===== src/rtl/adrv9001_pkg.sv =====
// -----------------------------------------------------------------------------
// adrv9001_pkg
// Shared definitions for the ADRV9001 SSI transmit lane controller:
//   - link_state_e : 2-bit link state encoding (OFF/TRAIN/ACTIVE/DRAIN); the
//                    encoding is visible on the top-level state port.
//   - DRAIN_CYCLES : number of zero words sent before the lanes go high-Z.
//   - dw_legal()   : serialisation widths the OSERDES primitives support.
// -----------------------------------------------------------------------------
package adrv9001_pkg;

    typedef enum logic [1:0] {
        ST_OFF    = 2'd0,
        ST_TRAIN  = 2'd1,
        ST_ACTIVE = 2'd2,
        ST_DRAIN  = 2'd3
    } link_state_e;

    localparam int DRAIN_CYCLES = 2;

    // The lane serialisers run in 4:1 or 8:1 mode only.
    function automatic bit dw_legal(input int width);
        return (width == 4) || (width == 8);
    endfunction

endpackage


===== src/rtl/adrv9001_tx_lane_fmt.sv =====
// -----------------------------------------------------------------------------
// adrv9001_tx_lane_fmt
// Combinational formatter for one serial lane. The fabric word is MSB-first;
// the serialiser transmits bit 0 first, so the word is bit-reversed. Lanes
// whose P/N pins are swapped on the board get every bit inverted.
//
// Ports:
//   word  in   DATA_WIDTH  pre-format lane word (MSB transmitted first)
//   d     out  DATA_WIDTH  serialiser parallel input (bit 0 transmitted first)
// -----------------------------------------------------------------------------
module adrv9001_tx_lane_fmt
    import adrv9001_pkg::*;
#(
    parameter int DATA_WIDTH = 8,
    parameter bit SWAP       = 1'b0
) (
    input  logic [DATA_WIDTH-1:0] word,
    output logic [DATA_WIDTH-1:0] d
);

    always_comb begin
        for (int i = 0; i < DATA_WIDTH; i++) begin
            d[i] = word[DATA_WIDTH-1-i] ^ SWAP;
        end
    end

endmodule


===== src/rtl/adrv9001_tx_lane_ctrl.sv =====
// -----------------------------------------------------------------------------
// adrv9001_tx_lane_ctrl
// Fabric-side transmit lane controller for the ADRV9001 LVDS/CMOS SSI. Runs
// the link state machine (OFF -> TRAIN -> ACTIVE -> DRAIN -> OFF), accepts
// parallel sample words over a valid/ready handshake, formats each lane for
// its serialiser and counts ACTIVE cycles starved of data. All outputs are
// registered on serdes_clk_div.
//
// Ports:
//   serdes_clk_div  in   1                 divided serdes clock (only clock)
//   rst             in   1                 async assert, active-high reset
//   enable          in   1                 link up (1) / down (0) request
//   s_data          in   LANES*DATA_WIDTH  lane l at [l*DATA_WIDTH +: DATA_WIDTH]
//   s_valid         in   1                 s_data valid
//   s_ready         out  1                 high only while in ACTIVE
//   d               out  LANES*DATA_WIDTH  serialiser parallel inputs
//   t               out  LANES             serialiser tristate (1 = high-Z)
//   state           out  2                 0 OFF, 1 TRAIN, 2 ACTIVE, 3 DRAIN
//   underflow_cnt   out  16                saturating starved-cycle count
// -----------------------------------------------------------------------------
module adrv9001_tx_lane_ctrl
    import adrv9001_pkg::*;
#(
    parameter int               LANES         = 4,
    parameter int               DATA_WIDTH    = 8,
    parameter logic [LANES-1:0] SWAP_DIFF     = '0,
    parameter int               TRAIN_CYCLES  = 16,
    parameter logic [7:0]       TRAIN_PATTERN = 8'hA5
) (
    input  logic                        serdes_clk_div,
    input  logic                        rst,
    input  logic                        enable,
    input  logic [LANES*DATA_WIDTH-1:0] s_data,
    input  logic                        s_valid,
    output logic                        s_ready,
    output logic [LANES*DATA_WIDTH-1:0] d,
    output logic [LANES-1:0]            t,
    output logic [1:0]                  state,
    output logic [15:0]                 underflow_cnt
);

    localparam int W   = LANES * DATA_WIDTH;
    localparam int DCW = (DRAIN_CYCLES > 1) ? $clog2(DRAIN_CYCLES) : 1;

    localparam logic [DATA_WIDTH-1:0] PATTERN    = TRAIN_PATTERN[DATA_WIDTH-1:0];
    localparam logic [15:0]           TRAIN_LOAD = 16'(TRAIN_CYCLES - 1);
    localparam logic [DCW-1:0]        DRAIN_LOAD = DCW'(DRAIN_CYCLES - 1);

    // Formatted all-zero word: swapped lanes idle at all ones.
    function automatic logic [W-1:0] idle_word();
        logic [W-1:0] r;
        for (int l = 0; l < LANES; l++) begin
            r[l*DATA_WIDTH +: DATA_WIDTH] = {DATA_WIDTH{SWAP_DIFF[l]}};
        end
        return r;
    endfunction

    localparam logic [W-1:0] IDLE_D = idle_word();

    // ------------------------------------------------------------------
    // Elaboration-time parameter checks
    // ------------------------------------------------------------------
    if (!dw_legal(DATA_WIDTH)) begin : g_bad_data_width
        $error("adrv9001_tx_lane_ctrl: DATA_WIDTH must be 4 or 8");
    end
    if (LANES < 1 || LANES > 8) begin : g_bad_lanes
        $error("adrv9001_tx_lane_ctrl: LANES must be 1..8");
    end
    if (TRAIN_CYCLES < 1 || TRAIN_CYCLES > 65535) begin : g_bad_train
        $error("adrv9001_tx_lane_ctrl: TRAIN_CYCLES must be 1..65535");
    end

    // ------------------------------------------------------------------
    // State
    // ------------------------------------------------------------------
    link_state_e    state_q, state_d;
    logic [15:0]    train_cnt_q, train_cnt_d;   // words still to send after this one
    logic [DCW-1:0] drain_cnt_q, drain_cnt_d;
    logic           run_q;                      // low for the first edge after reset
    logic [15:0]    ucnt_q;
    logic           ucnt_inc;
    logic           ucnt_clr;
    logic [W-1:0]   word_d;                     // pre-format word for the next cycle
    logic [W-1:0]   fmt_d;

    // ------------------------------------------------------------------
    // Next-state and next-word logic
    // ------------------------------------------------------------------
    // NOTE: every signal gets a default before the case so no path leaves
    // one unassigned; an unassigned path in always_comb infers a latch.
    always_comb begin
        state_d     = state_q;
        train_cnt_d = train_cnt_q;
        drain_cnt_d = drain_cnt_q;
        ucnt_inc    = 1'b0;
        ucnt_clr    = 1'b0;
        word_d      = '0;

        unique case (state_q)
            ST_OFF: begin
                if (run_q && enable) begin
                    state_d     = ST_TRAIN;
                    train_cnt_d = TRAIN_LOAD;
                    ucnt_clr    = 1'b1;
                end
            end
            ST_TRAIN: begin
                if (!enable) begin
                    state_d     = ST_DRAIN;
                    drain_cnt_d = DRAIN_LOAD;
                end else if (train_cnt_q == 16'd0) begin
                    state_d = ST_ACTIVE;
                end else begin
                    train_cnt_d = train_cnt_q - 16'd1;
                end
            end
            ST_ACTIVE: begin
                if (!enable) begin
                    // Shutdown wins over a beat presented in the same cycle.
                    state_d     = ST_DRAIN;
                    drain_cnt_d = DRAIN_LOAD;
                end else if (s_valid) begin
                    word_d = s_data;
                end else begin
                    ucnt_inc = 1'b1;
                end
            end
            ST_DRAIN: begin
                // Drain always runs to completion regardless of enable.
                if (drain_cnt_q == '0) begin
                    state_d = ST_OFF;
                end else begin
                    drain_cnt_d = drain_cnt_q - DCW'(1);
                end
            end
            default: state_d = ST_OFF;
        endcase

        // Training words are chosen from the state being entered so the
        // first pattern word leaves together with t dropping.
        if (state_d == ST_TRAIN) begin
            word_d = {LANES{PATTERN}};
        end
    end

    // ------------------------------------------------------------------
    // Per-lane formatting
    // ------------------------------------------------------------------
    for (genvar l = 0; l < LANES; l++) begin : g_lane
        adrv9001_tx_lane_fmt #(
            .DATA_WIDTH (DATA_WIDTH),
            .SWAP       (SWAP_DIFF[l])
        ) u_fmt (
            .word (word_d[l*DATA_WIDTH +: DATA_WIDTH]),
            .d    (fmt_d[l*DATA_WIDTH +: DATA_WIDTH])
        );
    end

    // ------------------------------------------------------------------
    // Registers
    // ------------------------------------------------------------------
    // NOTE: state is updated with non-blocking assignments so every flop
    // samples pre-edge values regardless of statement order.
    always_ff @(posedge serdes_clk_div or posedge rst) begin
        if (rst) begin
            state_q     <= ST_OFF;
            train_cnt_q <= '0;
            drain_cnt_q <= '0;
            run_q       <= 1'b0;
            ucnt_q      <= '0;
            d           <= IDLE_D;
            t           <= '1;
            s_ready     <= 1'b0;
        end else begin
            run_q       <= 1'b1;
            state_q     <= state_d;
            train_cnt_q <= train_cnt_d;
            drain_cnt_q <= drain_cnt_d;
            d           <= fmt_d;
            t           <= {LANES{state_d == ST_OFF}};
            s_ready     <= (state_d == ST_ACTIVE);
            if (ucnt_clr) begin
                ucnt_q <= '0;
            end else if (ucnt_inc && ucnt_q != 16'hFFFF) begin
                ucnt_q <= ucnt_q + 16'd1;
            end
        end
    end

    assign state         = state_q;
    assign underflow_cnt = ucnt_q;

endmodule


===== config.mk =====
export PLATFORM = sky130hd
export DESIGN_NAME = adrv9001_tx_lane_ctrl
export DESIGN_NICKNAME = d
export VERILOG_FILES = /design/src/rtl/adrv9001_pkg.sv /design/src/rtl/adrv9001_tx_lane_fmt.sv /design/src/rtl/adrv9001_tx_lane_ctrl.sv
export SDC_FILE = /design/constraint.sdc
export NUM_CORES = 1
export LEC_CHECK = 0
export ABC_CLOCK_PERIOD_IN_PS = 2200
export BUFFER_PORTS_ARGS = -buffer_cell sky130_fd_sc_hd__buf_2
export CAP_MARGIN = 5
export CORE_MARGIN = 5
export CORE_UTILIZATION = 47
export CTS_CLUSTER_DIAMETER = 50
export DETAILED_ROUTE_END_ITERATION = 8
export GPL_TIMING_DRIVEN = 0
export PLACE_DENSITY = 0.75
export SLEW_MARGIN = 20
export SYNTH_ARGS = -nofsm -noshare
export SYNTH_HDL_FRONTEND = slang
export SYNTH_SLANG_ARGS = --single-unit
export TNS_END_PERCENT = 50

===== constraint.sdc =====
create_clock -name serdes_clk_div -period 2.2 [get_ports serdes_clk_div]
set_input_delay 0.11 -clock serdes_clk_div [delete_from_list [all_inputs] [get_ports serdes_clk_div]]
set_output_delay 0.11 -clock serdes_clk_div [all_outputs]
set_load 0.03 [all_outputs]

=== After elaboration in Yosys (flattened, before gate mapping) ===
Index checks and enable logic that the tools add are counted.

* Flip-flop bits (word level): 70
* Bits in latches: 0
* Bits in writable memories: 0
* Bits in read-only memories: 0
* Input port bits: 36
* Output and inout port bits: 55
* Logic and storage cells: 56
* Memories kept: 0

* $add $sub $neg: 3
* Multiply operators: 0
* Div/mod/pow operators: 0
* $lt $le $gt $ge: 0
* Equality and inequality tests: 10
* Shift-type cells: 0
* Muxes and demuxes: 24
* Bitwise gates (word level): 0
* Reduce and logical (&&, ||, !) cells: 11

{| class="wikitable"
|+ Operators by type and width
! operator !! number
|-
| 32-bit two-way mux || 4
|-
| 16-bit two-way mux || 5
|-
| 16-bit one-hot mux with 2 select lines || 1
|-
| 16-bit by 1-bit adder with 16-bit output, second input constant || 1
|-
| 16-bit logical NOT || 1
|-
| 16-bit inequality test, second input constant || 1
|-
| 16-bit by 1-bit subtractor with 16-bit output, second input constant || 1
|-
| 2-bit two-way mux || 5
|-
| 2-bit inequality test, second input constant || 4
|-
| 2-bit one-hot mux with 4 select lines || 1
|-
| 1-bit two-way mux || 7
|-
| 2-bit == test, second input constant || 3
|-
| 2-bit nonzero test || 3
|-
| 2-bit by 1-bit == test with 1-bit output, second input constant || 2
|-
| 2-bit logical NOT || 2
|-
| 4-bit AND reduction || 1
|-
| 1-bit logical AND || 2
|-
| 1-bit one-hot mux with 2 select lines || 1
|-
| 2-bit AND reduction || 1
|-
| 2-bit OR reduction || 1
|-
| 1-bit subtractor, second input constant || 1
|}

=== Logic depth before layout (Yosys ltp) ===
* Depth after elaboration: 6
* Mapped depth: 9
* Gate-level depth less buffers: 7

=== By module ===
Synthesis repeated with hierarchy kept, for this count alone.

* Cell total of the unflattened synthesis: 365
* Area, all modules: 3584.7 um^2

{| class="wikitable"
|+ By module, submodules not included
! module !! times used !! cells an instance !! area each (um^2) !! seq. area each (um^2)
|-
| adrv9001_tx_lane_ctrl || 1 || 333 || 3344.5 || 1752.9
|-
| adrv9001_tx_lane_fmt || 4 || 8 || 60.1 || 0.0
|}

=== Least setup slack after synthesis ===
OpenSTA, ideal clock, no wires.

* Kind: register to register
* Start: register state_q[1] (netlist: state[1])
* End: register d[25]
* Arrival time: 2.158 ns
* Data required time: 2.080 ns
* Path slack: -0.078 ns
* Cell stages (with the launch flop): 10
* Path buffers: 2
* Clock period less this slack: 2.278 ns
* Path through: dfrtp_1 > inv_1 > ha_1 > clkbuf_1 > a21o_1 > a2111oi_0 > a311o_1 > nand2_2 > buf_4 > and3_1

* Cells in the longest elaborated chain, start to end: 5
* Elaborated cells between the ends (all ways): 13
* Those cells by class: eq/ne: 4; mux: 8; reduce/logical: 1

{| class="wikitable"
|+ Ends and longest elaborated chain
! element !! line !! source
|-
| start, declared || adrv9001_tx_lane_ctrl.sv:76 || <nowiki>link_state_e state_q, state_d;</nowiki>
|-
| start signal, assigned || adrv9001_tx_lane_ctrl.sv:176 || <nowiki>state_q <= state_d;</nowiki>
|-
| 2-bit two-way mux || adrv9001_tx_lane_ctrl.sv:111 || <nowiki>end else if (train_cnt_q == 16'd0) begin</nowiki>
|-
| 2-bit two-way mux || adrv9001_tx_lane_ctrl.sv:108 || <nowiki>if (!enable) begin</nowiki>
|-
| 2-bit one-hot mux with 4 select lines || adrv9001_tx_lane_ctrl.sv:99 || <nowiki>unique case (state_q)</nowiki>
|-
| 2-bit by 1-bit == test with 1-bit output || adrv9001_tx_lane_ctrl.sv:141 || <nowiki>if (state_d == ST_TRAIN) begin</nowiki>
|-
| 32-bit two-way mux (*) || adrv9001_tx_lane_ctrl.sv:141 ||
|-
| net fmt_d[25] || adrv9001_tx_lane_ctrl.sv:84 || <nowiki>logic [W-1:0] fmt_d;</nowiki>
|-
| end signal, assigned || adrv9001_tx_lane_ctrl.sv:179 || <nowiki>d <= fmt_d;</nowiki>
|-
| end, declared || adrv9001_tx_lane_ctrl.sv:36 || <nowiki>output logic [LANES*DATA_WIDTH-1:0] d,</nowiki>
|}

The timed path passes the listed nets; every way through them passes the cells marked *.
A chain may end at the register's enable or synchronous reset.

=== Final worst setup path ===
* Start: register state_q[1] (netlist: state[1])
* End: register d[19]

Same word-level chain as after synthesis.

==> metrics.txt <==
# TYPE chip_impl_metric gauge
chip_impl_info{name="layout.cells.most_common",value="sky130_fd_sc_hd__buf_2"} 1
chip_impl_metric{name="worst_ir_drop_vdd",unit="mV"} 0.831
chip_impl_metric{name="timing.final.setup_violations",unit=""} 0
chip_impl_metric{name="finalMaxSlewViolations",unit=""} 0
chip_impl_metric{name="synth_enable_flop_cells",unit=""} 0
chip_impl_metric{name="synth_cell_types",unit=""} 53
chip_impl_metric{name="internal_dissipation",unit="W"} 0.00268
chip_impl_metric{name="finalCritPeriodShare",unit="%"} 97.0
chip_impl_metric{name="path_clk_slew",unit="ns"} 0.08
chip_impl_metric{name="yosysTopAreaCellShare",unit="%"} 53.3
chip_impl_metric{name="route.detailed.drc",unit=""} 0
chip_impl_info{name="tritoncts_clock_tree",value="built"} 1
chip_impl_metric{name="floorplan.die_area",unit="sq um"} 8650
chip_impl_metric{name="synth_async_sr_flop_share",unit="%"} 100
chip_impl_metric{name="largest_net_degree_at_the_start_of_global_routing",unit=""} 45
chip_impl_metric{name="syn_avg_cell_area",unit="sq um"} 10.1
chip_impl_metric{name="clock_power_share",unit="%"} 21.4
chip_impl_info{name="timing.setup.critical_path_class",value="register to register"} 1
chip_impl_metric{name="cts_sinks",unit=""} 70
chip_impl_metric{name="initial_core_util",unit="%"} 47.9
chip_impl_metric{name="vias",unit=""} 2884
chip_impl_info{name="commonest_cells_after_routing_fill_and_taps_aside",value="sky130_fd_sc_hd__buf_2 (93), sky130_fd_sc_hd__dfrtp_1 (67), sky130_fd_sc_hd__nand2_1 (43)"} 1
chip_impl_metric{name="clock_insertion_delay_worst_skew",unit="ns"} 0.36
chip_impl_metric{name="detailedPlace.worstSlack",unit="ns"} -0.103
chip_impl_metric{name="globalRoute.totalOverflow",unit=""} 0
chip_impl_info{name="rsz0062_at_grt",value="yes"} 1
chip_impl_metric{name="worst-r2r-setup-slack",unit="ns"} 0.07
chip_impl_metric{name="final.fill_count",unit=""} 544
chip_impl_metric{name="synth_area",unit="sq um"} 3240
chip_impl_metric{name="fin_skew",unit="ns"} 0.0130
chip_impl_metric{name="post_detailed_routing_wire_length",unit="microns"} 8220
chip_impl_metric{name="p_sw",unit="W"} 0.00195
chip_impl_info{name="synth_flop_cell",value="sky130_fd_sc_hd__dfrtp_1"} 1
chip_impl_metric{name="netSwitchingFraction",unit="%"} 42.1
chip_impl_metric{name="cap_viol_max_count",unit=""} 0
chip_impl_metric{name="max-clock-path-buffers",unit=""} 2
chip_impl_metric{name="diodes",unit=""} 0
chip_impl_metric{name="detail_route.first_pass.iterations",unit=""} 4
chip_impl_metric{name="vias_in_the_first_global_route",unit=""} 2859
chip_impl_metric{name="ioPinCount",unit=""} 91
chip_impl_metric{name="drc_marker_count_from_the_first_detailed_route_iteration",unit=""} 193
chip_impl_info{name="hold_class",value="input pin to register"} 1
chip_impl_metric{name="dpl-instance-area",unit="sq um"} 3810
chip_impl_metric{name="cp_slowest_stage_delay",unit="ns"} 0.41
chip_impl_metric{name="final_nets",unit=""} 500
chip_impl_metric{name="synth-warning-count",unit=""} 0
chip_impl_info{name="synth.area.top_cells",value="sky130_fd_sc_hd__dfrtp_1 (53%), sky130_fd_sc_hd__nand2_1 (5.0%), sky130_fd_sc_hd__and3_1 (4.6%), sky130_fd_sc_hd__nor2_1 (3.8%), sky130_fd_sc_hd__xor2_1 (2.7%)"} 1
chip_impl_info{name="yosysTopAreaCell",value="sky130_fd_sc_hd__dfrtp_1"} 1
chip_impl_metric{name="worstPathRequired",unit="ns"} 2.44
chip_impl_metric{name="row_count",unit=""} 30
chip_impl_metric{name="ys_seq_area_share",unit="%"} 54.2
chip_impl_metric{name="final_design_area_no_fill",unit="sq um"} 4400
chip_impl_metric{name="core",unit="sq um"} 6760
chip_impl_info{name="status",value="complete, no violations"} 1
chip_impl_metric{name="setup-tns-final",unit="ns"} 0
chip_impl_metric{name="area.growth.synth_to_final",unit="%"} 35.9
chip_impl_metric{name="port_buffers",unit=""} 90
chip_impl_metric{name="max_freq",unit="GHz"} 0.469
chip_impl_metric{name="netlist_instances",unit=""} 322
chip_impl_info{name="cp_slowest_cell",value="sky130_fd_sc_hd__dfrtp_2"} 1
chip_impl_metric{name="first_pass_grt_wire_length",unit="microns"} 13600
chip_impl_info{name="cp-start-kind",value="register"} 1
chip_impl_metric{name="p_seq_share",unit="%"} 35.9
chip_impl_info{name="crit_path_end_kind",value="register"} 1
chip_impl_metric{name="cts_made_buffers",unit=""} 9
chip_impl_metric{name="die_height",unit="microns"} 93.0
chip_impl_metric{name="grt_use_total",unit="%"} 20.1
chip_impl_metric{name="wl_per_cell",unit="microns"} 15.1
chip_impl_metric{name="layout-drive-gt1-share",unit="%"} 30.9
chip_impl_metric{name="p_comb_share",unit="%"} 42.7
chip_impl_metric{name="detailed_place_hpwl",unit="microns"} 5370
chip_impl_metric{name="grt_antenna_before_repair",unit=""} 0
chip_impl_metric{name="critPathMaxFanout",unit=""} 10
chip_impl_metric{name="total_leakage_power",unit="nW"} 2.36
chip_impl_metric{name="die_x",unit="microns"} 93.0
chip_impl_metric{name="critical_path_arrival",unit="ns"} 2.37
chip_impl_info{name="ctsRootBufferMaster",value="sky130_fd_sc_hd__clkbuf_8"} 1
chip_impl_metric{name="layoutNonFillerInstCount",unit=""} 543
chip_impl_metric{name="final_critical_path_setup_slack",unit="ns"} 0.0667
chip_impl_metric{name="place_congestion",unit=""} 0.826
chip_impl_metric{name="number_of_hold_violations_in_the_final_report",unit=""} 0
chip_impl_metric{name="numPlacedInstances",unit=""} 493
chip_impl_metric{name="total_power",unit="W"} 0.00463
chip_impl_metric{name="layout_min_cycle_time",unit="ns"} 2.13
chip_impl_metric{name="avgViaCountPerCell",unit=""} 5.31
chip_impl_info{name="timing.critical_path.max_delay_family",value="compound AO/OA/AOI/OAI gates"} 1
chip_impl_metric{name="drt.antenna.violating_nets",unit=""} 0
chip_impl_metric{name="cellPowerDensity",unit="nW/um^2"} 1050
chip_impl_metric{name="syn-num-nets",unit=""} 364
chip_impl_metric{name="htree_levels",unit=""} 3
chip_impl_metric{name="timing.critical_path.buf_inv",unit=""} 2
chip_impl_info{name="crit_chain",value="buf_4 > ha_1 > a21o_1 > a2111oi_2 > a311o_1 > nand2_2 > buf_2 > and3_1"} 1
chip_impl_metric{name="ys_ff_latch",unit=""} 70
-- layer usage --
metal	GRT usage (%)	wire length [microns]	share of wire, %	vias up
li1	-	-	-	1390
met1	24.1	3420	42	1404
met2	32.2	3970	48	82
met3	9.98	739	9.0	8
met4	5.49	89	1.1	0
met5	0	0	0	-
-- power by group through the flow --
| stage | sequential (W) | clock (W) | combinational [W] |
|---|---|---|---|
| after detailed placement | 0.00170 | 0 | 0.00176 |
| after CTS | 0.00167 | 0.00103 | 0.00187 |
| after global routing | 0.00169 | 0.00108 | 0.00215 |
| after floorplan | 0.00209 | 0 | 0.000871 |
| final | 0.00166 | 0.000991 | 0.00198 |
| after global placement | 0.00169 | 0 | 0.00171 |
-- area by class of cell --
type	count	area, sq um	area share [%]
multi-input cells	223	1400	31.9
plain buffers	17	90.1	2.05
clock buffers	9	124	2.82
clock inverters	7	63.8	1.45
inverters	9	36.3	0.825
flip-flops and latches	70	1760	39.9
repair buffers	128	828	18.8
well taps	80	100	2.28
-- cells by family after synthesis --
| family | Yosys count | synth area share, % |
|---|---|---|
| and+or+nand+nor | 146 | 23.3 |
| DFF | 70 | 54.2 |
| AOI/OAI and AO/OA | 50 | 10.5 |
| buffers and inverters | 29 | 4.06 |
| xor gates and xnor gates | 18 | 4.87 |
| adders and majority gates | 6 | 2.32 |
| muxes | 2 | 0.657 |
| other | 1 | 0.116 |
-- synthesized netlist by cell type, types with 2 or more instances --
| library cell | number |
|---|---|
| sky130_fd_sc_hd__a211oi_1 | 5 |
| sky130_fd_sc_hd__a21o_1 | 3 |
| sky130_fd_sc_hd__a21oi_1 | 12 |
| sky130_fd_sc_hd__a31oi_1 | 2 |
| sky130_fd_sc_hd__and3_1 | 24 |
| sky130_fd_sc_hd__and4_1 | 2 |
| sky130_fd_sc_hd__buf_2 | 6 |
| sky130_fd_sc_hd__buf_4 | 4 |
| sky130_fd_sc_hd__clkbuf_1 | 10 |
| sky130_fd_sc_hd__dfrtp_1 | 69 |
| sky130_fd_sc_hd__ha_1 | 6 |
| sky130_fd_sc_hd__inv_1 | 8 |
| sky130_fd_sc_hd__nand2_1 | 43 |
| sky130_fd_sc_hd__nand2b_1 | 2 |
| sky130_fd_sc_hd__nand3_1 | 9 |
| sky130_fd_sc_hd__nand4_1 | 5 |
| sky130_fd_sc_hd__nand4b_1 | 2 |
| sky130_fd_sc_hd__nor2_1 | 33 |
| sky130_fd_sc_hd__nor2b_1 | 2 |
| sky130_fd_sc_hd__nor3_1 | 4 |
| sky130_fd_sc_hd__nor4_1 | 5 |
| sky130_fd_sc_hd__nor4_2 | 2 |
| sky130_fd_sc_hd__o2111ai_1 | 4 |
| sky130_fd_sc_hd__o211ai_1 | 3 |
| sky130_fd_sc_hd__o21ai_0 | 8 |
| sky130_fd_sc_hd__or2_2 | 3 |
| sky130_fd_sc_hd__or3_1 | 2 |
| sky130_fd_sc_hd__or4_1 | 3 |
| sky130_fd_sc_hd__xnor2_1 | 8 |
| sky130_fd_sc_hd__xor2_1 | 10 |
-- worst paths after layout --
kind | startpoint | to | cells past startpoint
setup / recovery | state[1]$_DFF_PP0_ | d[19]$_DFF_PP0_ | 8
hold / removal | s_data[20] | d[19]$_DFF_PP0_ | 2
setup reg to reg | state[1]$_DFF_PP0_ | d[19]$_DFF_PP0_ | 8
hold reg to reg | train_cnt_q[12]$_DFFE_PP0P_ | train_cnt_q[12]$_DFFE_PP0P_ | 1
max in group asynchronous | rst | underflow_cnt[7]$_DFFE_PP0P_ | 4
min in group asynchronous | rst | d[25]$_DFF_PP0_ | 3
-- state kept, by name (all words and copies together) (netlist names) --
register,cells
t,1
drain_cnt_q,1
underflow_cnt,16
s_ready,1
run_q,1
state,2
train_cnt_q,16
d,32
-- per-stage QoR --
stage | hold WS [ns] | utilization (%)
after floorplan | 0.223 | -
after global placement | 0.307 | 56.1
after detailed placement | 0.116 | 56.4
after CTS | 0.0150 | 64.2
after global routing | 0.0245 | 65.1
final | 0.0378 | 65.1
-- timing repair --
item / in CTS / in global routing
pin swaps: 1 / 2
setup buffers: 2 / 3
endpoints found under the setup margin: 31 / 32
hold endpoints to repair: 56 / 0
cloned: 0 / 0
hold buffers: 32 / 0
gates resized for setup: 4 / 10
No activity file was read; power rests on OpenSTA's default activity.
